`src/rtl/apb_gpio_master.sv`:
```
// apb_gpio_master: APB3 initiator turning valid/ready commands into single
// APB transfers towards the GPIO register block. One transfer in flight at a
// time, wait states honoured, slave errors and misaligned addresses reported
// on the response port.
// Optional build macro: APB_MASTER_TIMEOUT_EN adds an ACCESS-phase watchdog
// that forces an error response after TIMEOUT_CYCLES wait cycles.
module apb_gpio_master #(
  parameter int ADDR_W         = 32,
  parameter int DATA_W         = 32,
  parameter int TIMEOUT_CYCLES = 16
) (
  input  logic              sys_clk,
  input  logic              sys_rst,
  input  logic              cmd_valid,
  output logic              cmd_ready,
  input  logic              cmd_write,
  input  logic [ADDR_W-1:0] cmd_addr,
  input  logic [DATA_W-1:0] cmd_wdata,
  output logic              rsp_valid,
  input  logic              rsp_ready,
  output logic [DATA_W-1:0] rsp_rdata,
  output logic              rsp_err,
  output logic [ADDR_W-1:0] paddr,
  output logic              psel,
  output logic              penable,
  output logic              pwrite,
  output logic [DATA_W-1:0] pwdata,
  input  logic [DATA_W-1:0] prdata,
  input  logic              pready,
  input  logic              pslverr
);

  typedef enum logic [1:0] {S_IDLE, S_SETUP, S_ACCESS, S_RESP} state_t;

  state_t            r_state, w_state_nxt;

  logic              r_cmd_ready, w_cmd_ready_nxt;
  logic              r_rsp_valid, w_rsp_valid_nxt;
  logic [DATA_W-1:0] r_rsp_rdata, w_rsp_rdata_nxt;
  logic              r_rsp_err,   w_rsp_err_nxt;
  logic [ADDR_W-1:0] r_paddr,     w_paddr_nxt;
  logic              r_psel,      w_psel_nxt;
  logic              r_penable,   w_penable_nxt;
  logic              r_pwrite,    w_pwrite_nxt;
  logic [DATA_W-1:0] r_pwdata,    w_pwdata_nxt;

  // Command fields captured at acceptance; pure data, never reset.
  logic              r_lat_write;
  logic [ADDR_W-1:0] r_lat_addr;
  logic [DATA_W-1:0] r_lat_wdata;
  logic              w_latch;

`ifdef APB_MASTER_TIMEOUT_EN
  localparam int CNT_W = $clog2(TIMEOUT_CYCLES + 1);
  localparam logic [CNT_W-1:0] CNT_LAST = CNT_W'(TIMEOUT_CYCLES - 1);
  logic [CNT_W-1:0]  r_cnt, w_cnt_nxt;
`else
  logic              w_unused_timeout;
  assign w_unused_timeout = (TIMEOUT_CYCLES != 0);
`endif

  assign cmd_ready = r_cmd_ready;
  assign rsp_valid = r_rsp_valid;
  assign rsp_rdata = r_rsp_rdata;
  assign rsp_err   = r_rsp_err;
  assign paddr     = r_paddr;
  assign psel      = r_psel;
  assign penable   = r_penable;
  assign pwrite    = r_pwrite;
  assign pwdata    = r_pwdata;

  // State register.
  always_ff @(posedge sys_clk) begin
    if (sys_rst) r_state <= S_IDLE;
    else         r_state <= w_state_nxt;
  end

  // Next state and next values of every registered output. The APB pins
  // trail the state by one edge: SETUP raises psel, the first ACCESS cycle
  // raises penable, and pready is only looked at once penable is high.
  always_comb begin
    w_state_nxt     = r_state;
    w_cmd_ready_nxt = r_cmd_ready;
    w_rsp_valid_nxt = r_rsp_valid;
    w_rsp_rdata_nxt = r_rsp_rdata;
    w_rsp_err_nxt   = r_rsp_err;
    w_paddr_nxt     = r_paddr;
    w_psel_nxt      = r_psel;
    w_penable_nxt   = r_penable;
    w_pwrite_nxt    = r_pwrite;
    w_pwdata_nxt    = r_pwdata;
    w_latch         = 1'b0;
`ifdef APB_MASTER_TIMEOUT_EN
    w_cnt_nxt       = r_cnt;
`endif
    case (r_state)
      S_IDLE: begin
        w_cmd_ready_nxt = 1'b1;
        if (cmd_valid && r_cmd_ready) begin
          w_latch         = 1'b1;
          w_cmd_ready_nxt = 1'b0;
          if (cmd_addr[1:0] != 2'b00) begin
            // Misaligned: answer immediately, bus untouched.
            w_state_nxt     = S_RESP;
            w_rsp_valid_nxt = 1'b1;
            w_rsp_err_nxt   = 1'b1;
            w_rsp_rdata_nxt = '0;
          end else begin
            w_state_nxt = S_SETUP;
          end
        end
      end
      S_SETUP: begin
        w_psel_nxt    = 1'b1;
        w_penable_nxt = 1'b0;
        w_paddr_nxt   = r_lat_addr;
        w_pwrite_nxt  = r_lat_write;
        w_pwdata_nxt  = r_lat_write ? r_lat_wdata : '0;
        w_state_nxt   = S_ACCESS;
`ifdef APB_MASTER_TIMEOUT_EN
        w_cnt_nxt     = '0;
`endif
      end
      S_ACCESS: begin
        if (!r_penable) begin
          w_penable_nxt = 1'b1;
        end else if (pready) begin
          w_psel_nxt      = 1'b0;
          w_penable_nxt   = 1'b0;
          w_rsp_valid_nxt = 1'b1;
          w_rsp_rdata_nxt = r_lat_write ? '0 : prdata;
          w_rsp_err_nxt   = pslverr;
          w_state_nxt     = S_RESP;
`ifdef APB_MASTER_TIMEOUT_EN
        end else if (r_cnt == CNT_LAST) begin
          // This wait cycle is the last one allowed: abandon the transfer.
          w_psel_nxt      = 1'b0;
          w_penable_nxt   = 1'b0;
          w_rsp_valid_nxt = 1'b1;
          w_rsp_rdata_nxt = '0;
          w_rsp_err_nxt   = 1'b1;
          w_state_nxt     = S_RESP;
        end else begin
          w_cnt_nxt = r_cnt + 1'b1;
`endif
        end
      end
      S_RESP: begin
        if (rsp_ready) begin
          w_rsp_valid_nxt = 1'b0;
          w_cmd_ready_nxt = 1'b1;
          w_state_nxt     = S_IDLE;
        end
      end
      default: w_state_nxt = S_IDLE;
    endcase
  end

  // Output registers; reset aborts any transfer without a response.
  always_ff @(posedge sys_clk) begin
    if (sys_rst) begin
      r_cmd_ready <= 1'b0;
      r_rsp_valid <= 1'b0;
      r_rsp_rdata <= '0;
      r_rsp_err   <= 1'b0;
      r_paddr     <= '0;
      r_psel      <= 1'b0;
      r_penable   <= 1'b0;
      r_pwrite    <= 1'b0;
      r_pwdata    <= '0;
    end else begin
      r_cmd_ready <= w_cmd_ready_nxt;
      r_rsp_valid <= w_rsp_valid_nxt;
      r_rsp_rdata <= w_rsp_rdata_nxt;
      r_rsp_err   <= w_rsp_err_nxt;
      r_paddr     <= w_paddr_nxt;
      r_psel      <= w_psel_nxt;
      r_penable   <= w_penable_nxt;
      r_pwrite    <= w_pwrite_nxt;
      r_pwdata    <= w_pwdata_nxt;
    end
  end

  // Capture the accepted command.
  always_ff @(posedge sys_clk) begin
    if (w_latch) begin
      r_lat_write <= cmd_write;
      r_lat_addr  <= cmd_addr;
      r_lat_wdata <= cmd_wdata;
    end
  end

`ifdef APB_MASTER_TIMEOUT_EN
  // Wait-cycle counter for the ACCESS watchdog.
  always_ff @(posedge sys_clk) begin
    if (sys_rst) r_cnt <= '0;
    else         r_cnt <= w_cnt_nxt;
  end
`endif

endmodule

```
`config.mk`:
```
export PLATFORM = sky130hd
export DESIGN_NAME = apb_gpio_master
export DESIGN_NICKNAME = d
export VERILOG_FILES = /design/src/rtl/apb_gpio_master.sv
export SDC_FILE = /design/constraint.sdc
export NUM_CORES = 1
export LEC_CHECK = 0
export CORE_MARGIN = 4
export CORE_UTILIZATION = 45
export DETAILED_ROUTE_END_ITERATION = 10
export PLACE_DENSITY = 0.85
export SYNTH_ARGS = -nofsm -noshare
export SYNTH_HDL_FRONTEND = slang
export SYNTH_SLANG_ARGS = --single-unit
export TNS_END_PERCENT = 50
```
`constraint.sdc`:
```
create_clock -name sys_clk -period 3.65 [get_ports sys_clk]
set_input_delay 0.73 -clock sys_clk [delete_from_list [all_inputs] [get_ports sys_clk]]
set_output_delay 0.73 -clock sys_clk [all_outputs]
set_load 0.005 [all_outputs]
```
; ---- Word-level counts from Yosys, hierarchy flattened
; Cells that the tools add are included.
[totals]
output_inout_bits = 102
regBits = 169
elab_cells = 66
in_bits = 103
[classes]
muxes = 33
n_eq_ne = 8
n_reduce_logical = 12
[op_table]
columns = operator, n
row1 = 32-bit 2-to-1 mux, 6
row2 = 32-bit one-hot mux with 2 select lines, 1
row3 = 1-bit 2-to-1 mux, 15
row4 = 2-bit 2-to-1 mux, 5
row5 = 2-bit inequality test (second input constant), 5
row6 = 1-bit one-hot mux with 2 select lines, 4
row7 = 2-bit one-hot mux with 4 select lines, 1
row8 = 2-bit nonzero test, 4
row9 = 6-bit AND reduction, 1
row10 = 5-bit AND reduction, 1
row11 = 2-bit == test (second input constant), 2
row12 = 4-bit AND reduction, 1
row13 = 1-bit one-hot mux with 3 select lines, 1
row14 = 3-bit AND reduction, 1
row15 = 3-bit nonzero test, 1
row16 = 2-bit by 1-bit == test with 1-bit output (second input constant), 1
row17 = 2-bit logical NOT, 1
row18 = 2-bit AND reduction, 1
row19 = 1-bit logical AND, 1

; ---- Depth between registers and ports, before layout
[depth]
ltp_word = 4
ltp_mapped = 8
mapped_depth_nobuf = 6

; ---- Worst setup path after synthesis
; No wires, ideal clock.
[synth_path]
path_type = in2reg
start = in cmd_valid
end = reg r_lat_addr[0] (enable)
t_arrival_ps = 2327
n_path_buf = 0
required_time_ps = 3219
stages = 1
setup_ps = 431
slack_ps = 891
cell_sequence = and3_1
[synth_via]
elab_chain_len = 3
[synth_lines]
columns = element, line_no
row1 = start: declaration, 14  ; input logic cmd_valid,
row2 = 1-bit logical AND, 99  ; if (cmd_valid && r_cmd_ready) begin
row3 = 1-bit 2-to-1 mux, 99
row4 = 1-bit 2-to-1 mux, 96  ; case (r_state)
row5 = end signal: assignment, 188  ; r_lat_addr <= cmd_addr;
row6 = end: declaration, 49  ; logic [ADDR_W-1:0] r_lat_addr;
; No other way between the ends.
; A chain may end at the register's enable or synchronous reset.

; ---- Final worst setup path
[layout_path]
start = reg r_state[1]
end = reg r_pwdata[20], in the netlist pwdata[20]
[layout_via]
elab_chain_len = 1
[layout_lines]
columns = element, line_no
row1 = start: declaration, 35  ; state_t r_state, w_state_nxt;
row2 = start signal: assignment, 75  ; else r_state <= w_state_nxt;
row3 = 2-bit by 1-bit == test with 1-bit output, 96
row4 = end signal: assignment, 180  ; r_pwdata <= w_pwdata_nxt;
row5 = end: declaration, 45  ; logic [DATA_W-1:0] r_pwdata, w_pwdata_nxt;
; No other way between the ends.

==> results.json <==
{
  "setup.reg_to_reg.worst_slack_ns": 1.51,
  "io_buffer_count": 204,
  "final_layout_size_suffix_gt1_frac": 0.06519,
  "clkTransAtPathRegs_ns": 0.06,
  "asyncSetResetFlopFracSynth": 0,
  "grt_start_max_net_pins": 67,
  "synthesis.area_per_instance_sq_um": 12.44,
  "cts_repair_resize_count": 0,
  "transition_time_at_the_pin_with_the_least_slew_margin_ns": 1.045,
  "route.final.wire_length_um": 14060,
  "timing.final.crit_period_ns": 2.138,
  "worst_ir_drop_vdd_mv": 0.3386,
  "numClockSinks": 169,
  "synth.mux.area_fraction": 0.05904,
  "critPathMaxStageDelay_ns": 0.80,
  "htree_num_levels": 4,
  "synthTopCellsByCount": "sky130_fd_sc_hd__dfxtp_1 (104), sky130_fd_sc_hd__nor2_1 (71), sky130_fd_sc_hd__edfxtp_1 (65)",
  "startpoint_type": "flip-flop",
  "rows": 41,
  "gr_usage_total": 0.1906,
  "synth-xor-area-share": 0,
  "synthDominantAreaCellType": "sky130_fd_sc_hd__dfxtp_1",
  "fp.dieH_um": 121.4,
  "arrival_ns": 2.42,
  "hold_buffers": 0,
  "whs_ns": 0.4690,
  "maxSlewViolCount": 0,
  "final.setup.tns_ns": 0,
  "post-synth-top-area-fraction": 0.3599,
  "fin_skew_ns": 0.01471,
  "critical-path-top-delay-family": "buffers and inverters",
  "global_route_wire_length_before_repair_um": 22020,
  "detailroute.via_count": 4249,
  "netlist_area_sq_um": 5786,
  "clock_tree_from_tritoncts": "built",
  "synth-warning-count": 0,
  "status": "finished, final reports clean",
  "synthSimpleGateAreaFrac": 0.1202,
  "most_frequently_used_cell_type_in_the_post_synthesis_netlist": "sky130_fd_sc_hd__dfxtp_1",
  "first_global_vias": 4466,
  "critPathRequiredTime_ns": 3.93,
  "clockRootBuffer": "sky130_fd_sc_hd__clkbuf_16",
  "crit_path_end_kind": "flip-flop",
  "num_antenna_cells": 0,
  "die_width_um": 121.4,
  "regToRegEndpoint": "pwdata[20]$_SDFFE_PP0N_",
  "yosys.area_share.adder": 0.008651,
  "ys_dominant_reg_cell": "sky130_fd_sc_hd__dfxtp_1",
  "rr_startpoint": "r_state[1]$_SDFFE_PP0P_",
  "fmax_mhz": 467.7,
  "rsz0062_at_grt": "no",
  "p_leak_nw": 2.973,
  "hold_path.startpoint": "rsp_rdata[28]$_SDFFE_PP0P_",
  "synth.lib_cells_used.distinct": 32,
  "gp_routability_congestion": 0.8017,
  "hold_violations": 0,
  "power_per_cell_area_nw_per_um2": 632.0,
  "detail-route-antenna-nets": 0,
  "postSynthRegisterBits": 169,
  "worst_hold_path_type": "reg -> reg",
  "final_nets": 769,
  "antenna_violations_before_repair": 0,
  "synth_enable_flop_cells": 65,
  "critPathSlowestCell": "sky130_fd_sc_hd__clkinv_1",
  "cp.buffers_inverters": 2,
  "r2r_cells": 5,
  "worstSetupPathType": "reg -> reg",
  "drt-wirelength-per-cell_um": 16.60,
  "syn2layout_area_growth_pct": 47.99,
  "floorplan.io_pins": 205,
  "setup_violations": 0,
  "tritoncts.num_buffers": 17,
  "synth_fp_nets": 572,
  "path_cells": "inv_1, ha_2, clkinv_1, a22oi_1, nor2_1",
  "crit_fanout": 34,
  "dp.final_hpwl_um": 9736,
  "slew_headroom": 0.2989,
  "initial_core_util": 0.4585,
  "vias_per_cell": 5.017,
  "die-area_sq_um": 14730,
  "synth_compound_gate_area_share": 0.08607,
  "first_iter_violations": 199,
  "postCtsSetupBuffers": 0,
  "synth_top_family_by_area": "simple AND/OR/NAND/NOR gates",
  "global_route.overflow_total": 0,
  "clk_path_buf_depth": 2,
  "netlist_instances": 465,
  "drt-pass1-iter-count": 4,
  "fp.coreArea_sq_um": 12620,
  "clk-insertion-delay-late_ns": 0.41,
  "hold-path-cell-count": 2,
  "drc": 0,
  "yosysSeqAreaShare": 0.6972,
  "whs_endpoint": "rsp_rdata[28]$_SDFFE_PP0P_",
  "max_cap_violations": 0,
  "synth.top_cells.by_area": "sky130_fd_sc_hd__dfxtp_1 (36%), sky130_fd_sc_hd__edfxtp_1 (34%), sky130_fd_sc_hd__mux2i_1 (5.7%)",
  "fin_crit_sh": 0.5858
}
worst max-delay path by stage:
stage,startpoint,to,depth (start not counted)
2_1_floorplan,cmd_valid,r_lat_addr[0]$_DFFE_PP_,1
3_3_place_gp,pready,rsp_valid$_SDFFE_PP0P_,6
3_5_place_dp,pready,rsp_valid$_SDFFE_PP0P_,6
4_1_cts,r_state[1]$_SDFFE_PP0P_,pwdata[23]$_SDFFE_PP0N_,5
5_1_grt,r_state[0]$_SDFFE_PP0P_,rsp_valid$_SDFFE_PP0P_,7
6_report,r_state[1]$_SDFFE_PP0P_,pwdata[20]$_SDFFE_PP0N_,5
where the power goes:
group          switching [W]  leakage [nW]  total [W]  internal, W
Sequential          0.000119          1.44    0.00236      0.00224
Combinational       0.000683          1.24    0.00132     0.000634
Clock               0.000699         0.296    0.00173      0.00103
Total                0.00150          2.97    0.00541      0.00391
metrics by stage:
step | utilization | power (W) | setup slack (ns) | cells | instance area [sq um]
6_report | 0.6785 | 0.005411 | 1.512 | 847 | 8562
5_1_grt | 0.6785 | 0.005676 | 1.337 | 847 | 8562
4_1_cts | 0.6785 | 0.005470 | 1.506 | 847 | 8562
3_5_place_dp | 0.6317 | 0.003725 | 1.134 | 815 | 7971
3_3_place_gp | 0.6317 | 0.003661 | 1.175 | 815 | 7971
2_1_floorplan | - | 0.003170 | 0.8915 | 465 | 5786
routing by layer:
metal  up-vias  track usage  share of wire  wire length (um)
li1       2031            -              -                 -
met1      2011       0.2177           0.38              5405
met2       181       0.3282           0.51              7241
met3        26      0.06294          0.078              1101
met4         0      0.07773          0.022               316
met5         -            0              0                 0
registers in the layout, summed over array words and instances (netlist names):
register     flops
cmd_ready        1
r_state          2
rsp_valid        1
psel             1
r_lat_write      1
rsp_err          1
pwdata          32
penable          1
r_lat_addr      32
r_lat_wdata     32
paddr           32
pwrite           1
rsp_rdata       32
cells by family after synthesis:
kind of cell,Yosys count
DFF,169
muxes,34
adders and majority gates,4
and+or+nand+nor,146
buffers and inverters,37
AOI/OAI and AO/OA,75
cells in the final DEF, fill, tap and decap left out, drive strengths merged, types with 4 or more instances in the layout:
cell and n:
a21oi 4, a22oi 32, buf 7, clkbuf 24
clkdlybuf4s50 203, clkinv 7, dfxtp 104, edfxtp 65
ha 4, inv 6, mux2i 33, nand2b 33
nand3 33, nor2 71, o21ai 32
tightest hold or removal path: stages, from the launching register on:
cell and delay [ns]:
sky130_fd_sc_hd__dfxtp_1 0.31, sky130_fd_sc_hd__nand2b_1 0.06, sky130_fd_sc_hd__o21ai_1 0.05
final cells by class:
| class | count | area (sq um) |
|---|---|---|
| inverter | 5 | 18.77 |
| tap | 172 | 215.2 |
| clock inverter | 8 | 55.05 |
| clock buffer | 24 | 535.5 |
| sequential | 169 | 4034 |
| fill | 933 | 4058 |
| multi-input combinational | 259 | 1594 |
| timing repair buffer | 210 | 2110 |
(Power assumes the default switching activity.)
==> patch 1, RTL diff (same flow settings) <==
Change the parameter `ADDR_W` from 32 to 64.
--- a/src/rtl/apb_gpio_master.sv
+++ b/src/rtl/apb_gpio_master.sv
@@ -5,7 +5,7 @@
 // Optional build macro: APB_MASTER_TIMEOUT_EN adds an ACCESS-phase watchdog
 // that forces an error response after TIMEOUT_CYCLES wait cycles.
 module apb_gpio_master #(
-  parameter int ADDR_W         = 32,
+  parameter int ADDR_W         = 64,
   parameter int DATA_W         = 32,
   parameter int TIMEOUT_CYCLES = 16
 ) (
Ports: changed (resized cmd_addr and paddr); port bits go from 205 to 269. The function was not compared with the original's and may differ.
==> patch 1 against the original RTL <==
  * Clock power rose by 27%
  * Area after synthesis rose by 36%
  * Highest routed layer unchanged
  * Sequential cell count rose by 64
  * Setup slack got worse by 0.30 ns
  * Largest power group unchanged
  * Wire length rose by 38%
  * Power rose by 34%
  * Maximum frequency fell by 12%
  * Design area rose by 34%
==> patch 1: results (changes against the original RTL) <==
| Metric | Value |
|---|---|
| Final GP Congestion | `0.802 (about the same)` |
| Multi-input gates | `323 (+25%)` |
| Yosys reg bits | `233 (+38%)` |
| Syn Nets | `739 (+29%)` |
| Placed insts | `1,064 (+31%)` |
| Worst-path clk slew | `0.06 ns (about the same)` |
| Clock network share of area | `0.0617 (-0.00728)` |
| First-pass GRT wire length | `30.3 mm (+38%)` |
| Multi-input logic area | `2050 um^2 (+28%)` |
| Multi-input combinational area share | `0.179 (-0.00743)` |
| Repair and plain buffers | `278 (+32%)` |
| Non-clk invs | `5 (unchanged)` |
| Vias in the first global route | `5,624 (+26%)` |
| Filler Cell Count | `1,295 (+39%)` |
| Post-DP HPWL | `13.2 mm (+36%)` |
| Resized Gates After CTS | `0 (unchanged)` |
| Adder-Cell Fraction of Synth Area | `0.00637 (-0.00228)` |
| Cells after Synth | `600 (+29%)` |
| Fraction of area in registers | `0.492 (+0.0207)` |
| Worst-skew pair later-pin latency | `0.50 ns (+0.09 ns)` |
| CP max stage delay | `0.88 ns (+0.08 ns)` |
| Sequential area share after synthesis | `0.718 (+0.0203)` |
| Max_slew headroom | `0.341 (+0.0425)` |
| Largest net degree at the start of global routing | `82 (+22%)` |
| Switch share | `0.276 (-0.00126)` |
| Outcome | `complete, no violations` |
| Data buffer area share | `0.242 (-0.00485)` |
| Placed Area | `10,800 um^2 (+35%)` |
| IO Port Bufs | `268 (+31%)` |
| Hold Crit Class | `reg2reg` |
| Multiplexer area fraction after synthesis | `0.0843 (+0.0252)` |
| Per-cell routed wire length | `17.6 um (+6.0%)` |
| Clk buf depth | `3 (+1)` |
| Vias | `5,528 (+30%)` |
| Final wirelength | `19.5 mm (+38%)` |
| Site Rows | `48 (+17%)` |
| Final Skew | `0.00588 ns (-0.00883 ns)` |
| Most instantiated cells after synthesis | `dfxtp_1 (136), nor2_1 (103), edfxtp_1 (97)` |
| Dpl ws | `1.11 ns (-0.0231 ns)` |
| Worst EP arrival | `2.82 ns (+0.40 ns)` |
| CTS H-tree lvls | `1 (-3)` |
| # nets final | `1,003 (+30%)` |
| Max IR drop VDD | `0.376 mV (+11%)` |
| Compound-gate portion of the synthesized area | `0.0634 (-0.0227)` |
| Clock buffer cells | `35 (+46%)` |
| Lkg Pwr | `3.97 nW (+34%)` |
| Share of layout cells above drive strength 1 | `0.0556 (-0.00957)` |
| Main area contributors after synthesis | `edfxtp_1 (37%), dfxtp_1 (35%), mux2i_1 (8.3%)` |
| EDFF count, synth | `97 (+49%)` |
| Total track usage | `0.190 (about the same)` |
| DR iter-0 viols | `250 (+26%)` |
| Cts bufs inserted | `23 (+6)` |
| CP max-delay cell | `clkinv_1` |
patch 1: changes by cell type after synthesis:
cell / before / now
dfxtp_1: 104 / 136
edfxtp_1: 65 / 97
mux2i_1: 33 / 65
buf_1: 3 / 2
nor2_1: 71 / 103
clkbuf_1: 18 / 26
patch 1: worst paths after layout:
path | startpoint | endpoint | slack (ns) | cells after the start
worst max-delay path | r_state[1]$_SDFFE_PP0P_ | pwdata[24]$_SDFFE_PP0N_ | 1.21 | 5
worst min register to register | rsp_rdata[21]$_SDFFE_PP0P_ | rsp_rdata[21]$_SDFFE_PP0P_ | 0.46 | 2
worst max register to register | r_state[1]$_SDFFE_PP0P_ | pwdata[24]$_SDFFE_PP0N_ | 1.21 | 5
worst min-delay path | rsp_rdata[21]$_SDFFE_PP0P_ | rsp_rdata[21]$_SDFFE_PP0P_ | 0.46 | 2
patch 1: routing by layer:
layer / wire (um) / GRT usage / vias to the layer above
met5: 0 / 0 / -
met4: 548 / 0.0617 / 0
met3: 1700 / 0.0608 / 37
met2: 9260 / 0.311 / 221
met1: 7960 / 0.243 / 2628
li1: - / - / 2642
patch 1: logic make-up after synthesis:
group                    count (synthesis)
AO/OA/AOI/OAI                           75
adder cells (fa/ha/maj)                  4
buffers and inverters                   44
flip-flops                             233
multiplexers                            66
AND/OR/NAND/NOR                        178
patch 1: power by group through the flow:
| stage | Clock (mW) | Combinational [mW] | Sequential (mW) |
|---|---|---|---|
| global route | 2.37 | 1.95 | 3.33 |
| finish | 2.20 | 1.79 | 3.29 |
| global placement | 0 | 1.76 | 3.32 |
| CTS | 2.26 | 1.81 | 3.29 |
| detailed placement | 0 | 1.80 | 3.34 |
| floorplan | 0 | 1.01 | 3.35 |
==> patch 2, RTL diff (config.mk and constraints unchanged) <==
Without the edit above. Encoding of `state_t`: now Gray code (2 bits for 4 states).
--- a/src/rtl/apb_gpio_master.sv
+++ b/src/rtl/apb_gpio_master.sv
@@ -30,7 +30,7 @@
   input  logic              pslverr
 );
 
-  typedef enum logic [1:0] {S_IDLE, S_SETUP, S_ACCESS, S_RESP} state_t;
+  typedef enum logic [1:0] {S_IDLE = 2'b00, S_SETUP = 2'b01, S_ACCESS = 2'b11, S_RESP = 2'b10} state_t;
 
   state_t            r_state, w_state_nxt;
 
Behaviour: no difference found for any inputs over 10 cycles, from zero or initial values and one cycle with sys_rst high; not proved beyond that.
==> patch 2 against the original RTL <==
  * Sequential share of layout area down 0.27 points
  * Design area grew 0.57%
  * Setup slack got worse by 0.36 ns
  * Sequential cell count did not move
  * Wire length rose by 14%
  * Synthesized cell count rose by 17%
  * Non-clock buffer count shrank 1
  * Hold slack got worse by 0.016 ns
  * Area after synthesis rose by 2.7%
  * Critical endpoint is now rsp_rdata[6]$_SDFFE_PP0P_
Power is not compared: it rests on default switching activity, and its combinational part moved more than twofold at a synthesized area within 25%.
==> patch 2: results (changes against the original RTL) <==
| Metric | Value |
|---|---|
| Hold Path End | `pwdata[29]$_SDFFE_PP0P_` |
| Worst hold slack | `0.453 ns (-0.0164 ns)` |
| Total track usage | `0.207 (+0.0160)` |
| Placed insts | `876 (+7.5%)` |
| Outcome | `complete, no violations` |
| Initial Util | `0.465 (+0.00652)` |
| Most instantiated cells after synthesis | `dfxtp_1 (104), a21oi_1 (102), nand2_1 (100)` |
| FF-to-FF Start | `r_state[0]$_SDFFE_PP0P_` |
| Dpl ws | `0.898 ns (-0.235 ns)` |
| Worst EP arrival | `2.82 ns (+0.40 ns)` |
| Reg2reg end | `rsp_rdata[6]$_SDFFE_PP0P_` |
| # nets final | `826 (+7.4%)` |
| Drt pass-1 iters | `5 (+1)` |
| Final Skew | `0.0106 ns (-0.00406 ns)` |
| First-pass GRT wire length | `24.0 mm (+8.9%)` |
| HP Start | `pwdata[29]$_SDFFE_PP0P_` |
| Max FO, Critical Path | `37 (+8.8%)` |
| DR iter-0 viols | `444 (+120%)` |
| Per-cell routed wire length | `17.6 um (+5.9%)` |
| Final GP Congestion | `0.804 (+0.31%)` |
| Yosys top cell area share | `0.351 (-0.00932)` |
| Final wirelength | `16.0 mm (+14%)` |
| Sequential area share after synthesis | `0.679 (-0.0181)` |
| Syn Nets | `646 (+13%)` |
| Share of layout cells above drive strength 1 | `0.0557 (-0.00948)` |
| FF-to-FF setup slack | `1.15 ns (-0.36 ns)` |
| CP max stage delay | `0.85 ns (+0.05 ns)` |
| Post-DP HPWL | `10.3 mm (+6.2%)` |
| Filler Cell Count | `917 (-1.7%)` |
| Placed Area | `8020 um^2 (+0.64%)` |
| Vias | `4,848 (+14%)` |
| Post-synthesis cell type count | `29 (-9.4%)` |
| Vias in the first global route | `4,684 (+4.9%)` |
## patch 2: worst max path at each step
stage | from | end | slack [ns] | depth (start not counted)
floorplan | cmd_valid | r_lat_addr[0]$_DFFE_PP_ | 0.77 | 2
global placement | cmd_valid | rsp_err$_SDFFE_PP0P_ | 0.96 | 5
detailed placement | cmd_valid | rsp_err$_SDFFE_PP0P_ | 0.90 | 5
CTS | r_state[0]$_SDFFE_PP0P_ | rsp_rdata[6]$_SDFFE_PP0P_ | 1.16 | 4
global route | r_state[1]$_SDFFE_PP0P_ | rsp_rdata[6]$_SDFFE_PP0P_ | 0.88 | 4
finish | r_state[0]$_SDFFE_PP0P_ | rsp_rdata[6]$_SDFFE_PP0P_ | 1.15 | 4
## patch 2: worst reg2reg max path: stages (launching register included)
cell and delay (ns):
dfxtp_1 0.59, and2_4 0.51, a22o_1 0.86, o21ai_0 0.24
a21oi_1 0.21
## patch 2: final cells by class
| class | count | area, um^2 | area share |
|---|---|---|---|
| Tap cell | 172 | 215 | 0.0250 |
| Timing Repair Buffer | 209 | 2080 | 0.241 |
| Clock buffer | 20 | 437 | 0.0507 |
| Inverter | 2 | 7.51 | 0.000872 |
| Multi-Input combinational cell | 324 | 1690 | 0.196 |
| Clock inverter | 12 | 151 | 0.0176 |
| Sequential cell | 169 | 4030 | 0.468 |
## patch 2: logic make-up (layout without fill, tap and decap cells)
group           after synthesis  in the layout  synth area share
flops                       169            169             0.679
simple gates                182            182             0.155
buf+inv                      50            243            0.0400
compound gates              142            142             0.126
## patch 2: per-layer routing
| layer | wire length, um | GRT usage | vias up |
|---|---|---|---|
| li1 | - | - | 2280 |
| met1 | 6390 | 0.256 | 2288 |
| met2 | 7900 | 0.343 | 259 |
| met3 | 1380 | 0.0618 | 21 |
| met4 | 308 | 0.0749 | 0 |
| met5 | 0 | 0 | - |
